===== src/rtl/chain_pkg.sv =====
// rtl/chain_pkg.sv - shared types for the chain traceback; CHAIN_TB_DEPTH_EN adds a depth field
package chain_pkg;

  localparam int CHAIN_MAX_N = 32;
  localparam int CHAIN_IDX_W = 8;

  localparam logic [2:0] S_IDLE      = 3'd0;
  localparam logic [2:0] S_POP       = 3'd1;
  localparam logic [2:0] S_RDWAIT    = 3'd2;
  localparam logic [2:0] S_PUSH_SELF = 3'd3;
  localparam logic [2:0] S_PUSH_R    = 3'd4;
  localparam logic [2:0] S_PUSH_L    = 3'd5;
  localparam logic [2:0] S_EMIT      = 3'd6;
  localparam logic [2:0] S_DONE      = 3'd7;

  typedef struct packed {
    logic [CHAIN_IDX_W-1:0] i;
    logic [CHAIN_IDX_W-1:0] j;
    logic [CHAIN_IDX_W-1:0] k;
    logic                   visited;
`ifdef CHAIN_TB_DEPTH_EN
    logic [CHAIN_IDX_W-1:0] depth;
`endif
  } stk_entry_t;

  typedef struct packed {
    logic [CHAIN_IDX_W-1:0] i;
    logic [CHAIN_IDX_W-1:0] k;
    logic [CHAIN_IDX_W-1:0] j;
  } op_t;

endpackage


===== src/rtl/tb_stack.sv =====
// rtl/tb_stack.sv - synchronous LIFO with combinational top; only the pointer is reset
module tb_stack #(
  parameter int W     = 8,
  parameter int DEPTH = 64
) (
  input  logic         clk,
  input  logic         rst_n,
  input  logic         push,
  input  logic         pop,
  input  logic [W-1:0] din,
  output logic [W-1:0] top,
  output logic         full,
  output logic         empty
);

  localparam int AW = $clog2(DEPTH);
  localparam int PW = AW + 1;

  logic [W-1:0]  mem [DEPTH];
  logic [PW-1:0] sp;
  logic [PW-1:0] sp_m1;

  assign sp_m1 = sp - 1'b1;
  assign full  = (sp == PW'(DEPTH));
  assign empty = (sp == '0);
  assign top   = mem[sp_m1[AW-1:0]];

  always_ff @(posedge clk) begin
    if (push && !full) mem[sp[AW-1:0]] <= din;
  end

  always_ff @(posedge clk or negedge rst_n) begin
    if (!rst_n)              sp <= '0;
    else if (push && !full)  sp <= sp + 1'b1;
    else if (pop && !empty)  sp <= sp - 1'b1;
  end

  // The traceback FSM only pops after checking empty.
  assert property (@(posedge clk) disable iff (!rst_n) !(pop && empty));

endmodule


===== src/rtl/chain_traceback.sv =====
// rtl/chain_traceback.sv - post-order walk of the split table; CHAIN_TB_DEPTH_EN adds op_depth
module chain_traceback
  import chain_pkg::*;
#(
  parameter int MAX_N     = CHAIN_MAX_N,
  parameter int IDX_W     = CHAIN_IDX_W,
  parameter int STK_DEPTH = 2 * MAX_N
) (
  input  logic             clk,
  input  logic             rst_n,
  input  logic             start,
  input  logic [IDX_W-1:0] matlen,
  output logic             rd_en,
  output logic [IDX_W-1:0] rd_i,
  output logic [IDX_W-1:0] rd_j,
  input  logic [IDX_W-1:0] rd_data,
  output logic             op_valid,
  input  logic             op_ready,
  output logic [IDX_W-1:0] op_i,
  output logic [IDX_W-1:0] op_k,
  output logic [IDX_W-1:0] op_j,
`ifdef CHAIN_TB_DEPTH_EN
  output logic [IDX_W-1:0] op_depth,
`endif
  output logic             busy,
  output logic             done,
  output logic             error
);

  logic [2:0]  state;
  stk_entry_t  cur;
  stk_entry_t  top;
  stk_entry_t  push_data;
  op_t         op_q;
  logic        push_req;
  logic        push;
  logic        pop;
  logic        full;
  logic        empty;
  logic        rd_fire;
  logic        start_ok;
`ifdef CHAIN_TB_DEPTH_EN
  logic [IDX_W-1:0] depth_q;
  assign op_depth = depth_q;
`endif

  tb_stack #(
    .W     ($bits(stk_entry_t)),
    .DEPTH (STK_DEPTH)
  ) u_stack (
    .clk   (clk),
    .rst_n (rst_n),
    .push  (push),
    .pop   (pop),
    .din   (push_data),
    .top   (top),
    .full  (full),
    .empty (empty)
  );

  assign start_ok = start && (matlen > 1) && (matlen <= IDX_W'(MAX_N));
  assign rd_fire  = (state == S_POP) && !empty && !top.visited && (top.i != top.j);
  assign rd_en    = rd_fire;
  assign rd_i     = rd_fire ? top.i : '0;
  assign rd_j     = rd_fire ? top.j : '0;
  assign pop      = (state == S_POP) && !empty;
  assign push     = push_req && !full;
  assign busy     = (state != S_IDLE) && (state != S_DONE);
  assign done     = (state == S_DONE);
  assign op_i     = op_q.i;
  assign op_k     = op_q.k;
  assign op_j     = op_q.j;

  always_comb begin
    push_req  = 1'b0;
    push_data = '0;
    case (state)
      S_IDLE, S_DONE: begin
        push_req    = start_ok;
        push_data.j = matlen - 1'b1;
      end
      S_PUSH_SELF: begin
        push_req          = 1'b1;
        push_data         = cur;
        push_data.visited = 1'b1;
      end
      S_PUSH_R: begin
        push_req    = 1'b1;
        push_data.i = cur.k + 1'b1;
        push_data.j = cur.j;
`ifdef CHAIN_TB_DEPTH_EN
        push_data.depth = cur.depth + 1'b1;
`endif
      end
      S_PUSH_L: begin
        push_req    = 1'b1;
        push_data.i = cur.i;
        push_data.j = cur.k;
`ifdef CHAIN_TB_DEPTH_EN
        push_data.depth = cur.depth + 1'b1;
`endif
      end
      default: ;
    endcase
  end

  always_ff @(posedge clk or negedge rst_n) begin
    if (!rst_n) begin
      state    <= S_IDLE;
      cur      <= '0;
      op_q     <= '0;
      op_valid <= 1'b0;
      error    <= 1'b0;
`ifdef CHAIN_TB_DEPTH_EN
      depth_q  <= '0;
`endif
    end else begin
      case (state)
        S_IDLE, S_DONE: begin
          if (start) begin
            error <= (matlen > IDX_W'(MAX_N));
            state <= start_ok ? S_POP : S_DONE;
          end
        end
        S_POP: begin
          if (empty) begin
            state <= S_DONE;
          end else if (top.i == top.j) begin
            state <= S_POP;
          end else if (!top.visited) begin
            cur   <= top;
            state <= S_RDWAIT;
          end else begin
            op_q     <= '{i: top.i, k: top.k, j: top.j};
            op_valid <= 1'b1;
`ifdef CHAIN_TB_DEPTH_EN
            depth_q  <= top.depth;
`endif
            state    <= S_EMIT;
          end
        end
        S_RDWAIT: begin
          if (rd_data < cur.i || rd_data >= cur.j) begin
            error <= 1'b1;
            state <= S_DONE;
          end else begin
            cur.k <= rd_data;
            state <= S_PUSH_SELF;
          end
        end
        S_PUSH_SELF, S_PUSH_R, S_PUSH_L: begin
          if (full) begin
            error <= 1'b1;
            state <= S_DONE;
          end else begin
            state <= (state == S_PUSH_SELF) ? S_PUSH_R :
                     (state == S_PUSH_R)    ? S_PUSH_L : S_POP;
          end
        end
        S_EMIT: begin
          if (op_ready) begin
            op_valid <= 1'b0;
            state    <= S_POP;
          end
        end
        default: state <= S_IDLE;
      endcase
    end
  end

endmodule


===== config.mk =====
export PLATFORM = sky130hd
export DESIGN_NAME = chain_traceback
export DESIGN_NICKNAME = d
export VERILOG_FILES = /design/src/rtl/chain_pkg.sv /design/src/rtl/tb_stack.sv /design/src/rtl/chain_traceback.sv
export SDC_FILE = /design/constraint.sdc
export NUM_CORES = 2
export LEC_CHECK = 0
export BUFFER_PORTS_ARGS = -buffer_cell sky130_fd_sc_hd__buf_4
export CORE_MARGIN = 2
export CORE_UTILIZATION = 55
export CTS_CLUSTER_DIAMETER = 150
export DETAILED_ROUTE_END_ITERATION = 10
export GPL_TIMING_DRIVEN = 0
export PLACE_DENSITY = 0.77
export SYNTH_ARGS = -nofsm -noshare
export SYNTH_HDL_FRONTEND = slang
export SYNTH_HIERARCHICAL = 1
export SYNTH_SLANG_ARGS = --single-unit

===== constraint.sdc =====
create_clock -name clk -period 16.5 [get_ports clk]
set_input_delay 4.125 -clock clk [delete_from_list [all_inputs] [get_ports clk]]
set_output_delay 4.125 -clock clk [all_outputs]
set_load 0.05 [all_outputs]

==> key figures <==
Timing
  • Max Slew Vio Count: 8
  • Hold_ws: about 0.51 ns
  • Final hold vios: 0
  • Slew @ Worst Pin: 1.53 ns
  • Final worst-path cycle share: between 70% and 80%
  • Slew HR: -2.44%
  • Setup TNS: 0 ns
  • Achievable Freq: a little under 80 MHz
  • Endpoints failing setup: 0
  • Unrepaired setup endpoints after global routing: no
  • Post-route minimum period: about 13 ns
  • Skew final: about 0.031 ns

Clock tree
  • CTS H-tree depth: 4
  • Clock Tree Root: clkbuf_16
  • Buffer depth of the longest clock path: 3
  • TritonCTS Sinks: 1,660
  • Clock Latency Late Sink: 0.80 ns
  • TritonCTS clock tree: done
  • Clock slew at reported path FFs: 0.06 ns
  • CTS buffer count: 160
  • Setup Buffers After CTS: 0
  • CTS resizes: 0
  • Cts hold-fix bufs: 0

Critical path
  • Critical path class: flop to output pin
  • Critical path capture point type: output pin
  • CP max FO: 10
  • Startpoint types: flop
  • Required @ worst endpoint: about 12 ns
  • FF-to-FF path depth: 18
  • Crit path arrival time: roughly 8.6 ns

Synthesis
  • Top cells by area, synth: edfxtp_1 (73%), mux4_2 (15%), dfrtp_1 (2.3%), mux2_2 (1.0%), nor2_1 (0.86%)
  • Synthesized cell area: between 60,000 and 70,000 um^2
  • Synth Flop Type: edfxtp_1
  • Share of the synthesized area in the top cell type: around 73%
  • Most frequent cell after synthesis: edfxtp_1
  • Yosys cell types: 71
  • Synth warn: 6
  • Mapped Cells: between 3,000 and 4,000
  • Synth top cells by count: edfxtp_1 (1,600), mux4_2 (425), nor2_1 (151)
  • Seq/Total Area, Yosys: about three quarters
  • Post-synth EDFFs: 1,600
  • Syn nets: 3,113
  • Largest area contributor in the netlist: edfxtp_1
  • Ys async rst share: under 10%
  • Avg Inst Size Synth: around 21 um^2
  • FF+latch count, synth: 1,660

Outcome
  • Failing checks: capacitance limit, slew limit
  • Outcome: finished with violations

Global route
  • Number of global-route vias before repair: 34,529
  • Initial antenna violation count: 4
  • First-pass GRT wire length: between 200,000 and 300,000 um
  • Pin count of the biggest net entering global routing: 65
  • Overflow after GRT: 0
  • GRT Overall Usage: about 30%

Pwr
  • Leakage power: 0.0245 uW
  • Tot Pwr: 17,200 uW
  • VDD IR max: about 130 uV
  • PwrDens: 226 nW/um^2

Run
  • Max Cap Viol: 3

Drt
  • DRC: 0
  • DRT antenna net count: 0
  • Vias: ~35,000
  • Via/cell ratio: between 6 and 7
  • Routed WL per cell: roughly 35 um
  • DR pass1 iterations: 5
  • Final wirelength: about 180,000 um
  • Initial detailed-routing violation count: about 5,600

Floorplan
  • Die footprint: approximately 120,000 um^2
  • Die Ht: 350 um
  • Core Footprint: between 100,000 and 150,000 um^2
  • # IOs: between 60 and 70
  • Die width: roughly 350 um
  • Starting Density: a little under three fifths
  • Site row count: roughly 130

Layout
  • # fillers: roughly 7,600
  • Area Overhead vs Synth: 15.2%
  • Multi-input gate area: roughly 16,000 um^2
  • Register Area: just under 50,000 um^2
  • Proportion of layout cells with a drive suffix above 1: a little under a third
  • Nets: ~3,400
  • Fin util: a little under two thirds

Placed design
  • Dpl hpwl: roughly 120,000 um
  • Final Wtd Congestion: a little under 1
  • Port bufs: 64

Min path
  • Min-Delay Path Class: flop to flop
  • WHS Path Cells: 1
-- cell usage in the layout, fill, tap and decap left out, types with 9 or more instances in the layout --
master        n
buf_16       16
nand2_1      45
buf_4        81
o41ai_2      25
buf_1        11
a21oi_1      16
clkinv_2     26
edfxtp_1   1600
mux2_2       60
mux4_2      425
nand3_1      11
bufinv_16    16
inv_1        31
nor3_1        9
o2111ai_2    18
and3_1       54
o21ai_0      37
ha_1         22
nor2_1       86
clkinv_1     38
mux2_1       20
mux2i_1      28
xnor2_1      19
clkbuf_16   164
clkbuf_1    107
buf_2        51
mux2_4       19
and2_1       17
buf_12       53
nor2_4       65
o22ai_1      51
dfrtp_1      60
buf_6        15
a211oi_1     52
xor2_1       11
-- worst paths after layout --
kind,startpoint,to,slack [ns]
worst max register to register,u_stack/sp[0],op_i[5],8.61
worst min register to register,op_j[5],op_j[5],0.51
worst min-delay path,op_j[5],op_j[5],0.51
min in group asynchronous,rst_n,state[2],3.41
worst max-delay path,u_stack/sp[0],rd_j[3],3.79
max in group asynchronous,rst_n,u_stack/sp[3],12.52
-- stage by stage --
step | cells | cell area (um^2) | setup WS (ns)
after floorplan | 3071 | 66000 | 7.66
after global placement | 4747 | 68500 | 3.60
after detailed placement | 4822 | 70800 | 5.02
after CTS | 5112 | 76000 | 4.04
after global routing | 5112 | 76000 | 3.79
final | 5115 | 76000 | 3.79
-- logic make-up (layout without fill, tap and decap cells) --
logic type	count (synthesis)	in the layout	share of synthesized area, %
other	0	3	0
XOR/XNOR	30	30	0.398
AND/OR/NAND/NOR	339	339	2.52
flip-flops	1660	1660	75.1
multiplexers	552	552	16.7
buffers and inverters	208	637	1.62
adder cells (fa/ha/maj)	22	22	0.417
AO/OA/AOI/OAI	260	260	3.21
-- power by group --
group	total (uW)	switching [uW]	internal (uW)
clock network	3670	1580	2080
logic	7770	5000	2760
registers	5720	135	5580
total	17200	6720	10400
-- registers in the layout, indices dropped and copies added, names as in the netlist --
register / count
error: 1
u_stack/sp: 7
u_stack/mem: 1600
op_j: 8
state: 3
op_i: 8
op_k: 8
cur: 24
op_valid: 1
-- layer usage --
layer	track usage, %	routed length [um]	vias up
met5	0.353	83	-
met4	13.0	8490	4
li1	-	-	13539
met3	7.02	23600	410
met1	41.6	64100	18234
met2	46.3	85200	2719
-- area by class of cell --
| cell class | count | share of cell area (%) |
|---|---|---|
| sequential | 1660 | 65.2 |
| multi-input combinational | 1203 | 21.2 |
| clock buffer | 192 | 5.56 |
| timing repair buffer | 139 | 2.69 |
| tap | 1612 | 2.65 |
| clock inverter | 98 | 1.28 |
| buffer | 177 | 1.25 |
| inverter | 31 | 0.153 |
| antenna | 3 | 0.00988 |
-- worst max-delay path, cell delays in order (launching register included) --
cell and delay, ns:
dfrtp_1 0.41, buf_6 0.16, buf_6 0.21, buf_2 0.35
buf_2 0.40, inv_1 0.18, ha_1 0.35, xnor2_1 1.20
clkbuf_1 0.77, mux4_2 0.49, o2111ai_1 0.53, o41ai_1 0.43
xnor2_1 0.30, nand4_1 0.38, o21ai_2 0.73, inv_1 0.25
buf_2 0.23, and2_1 0.17, buf_4 0.19
No activity file was read; power rests on OpenSTA's default activity.
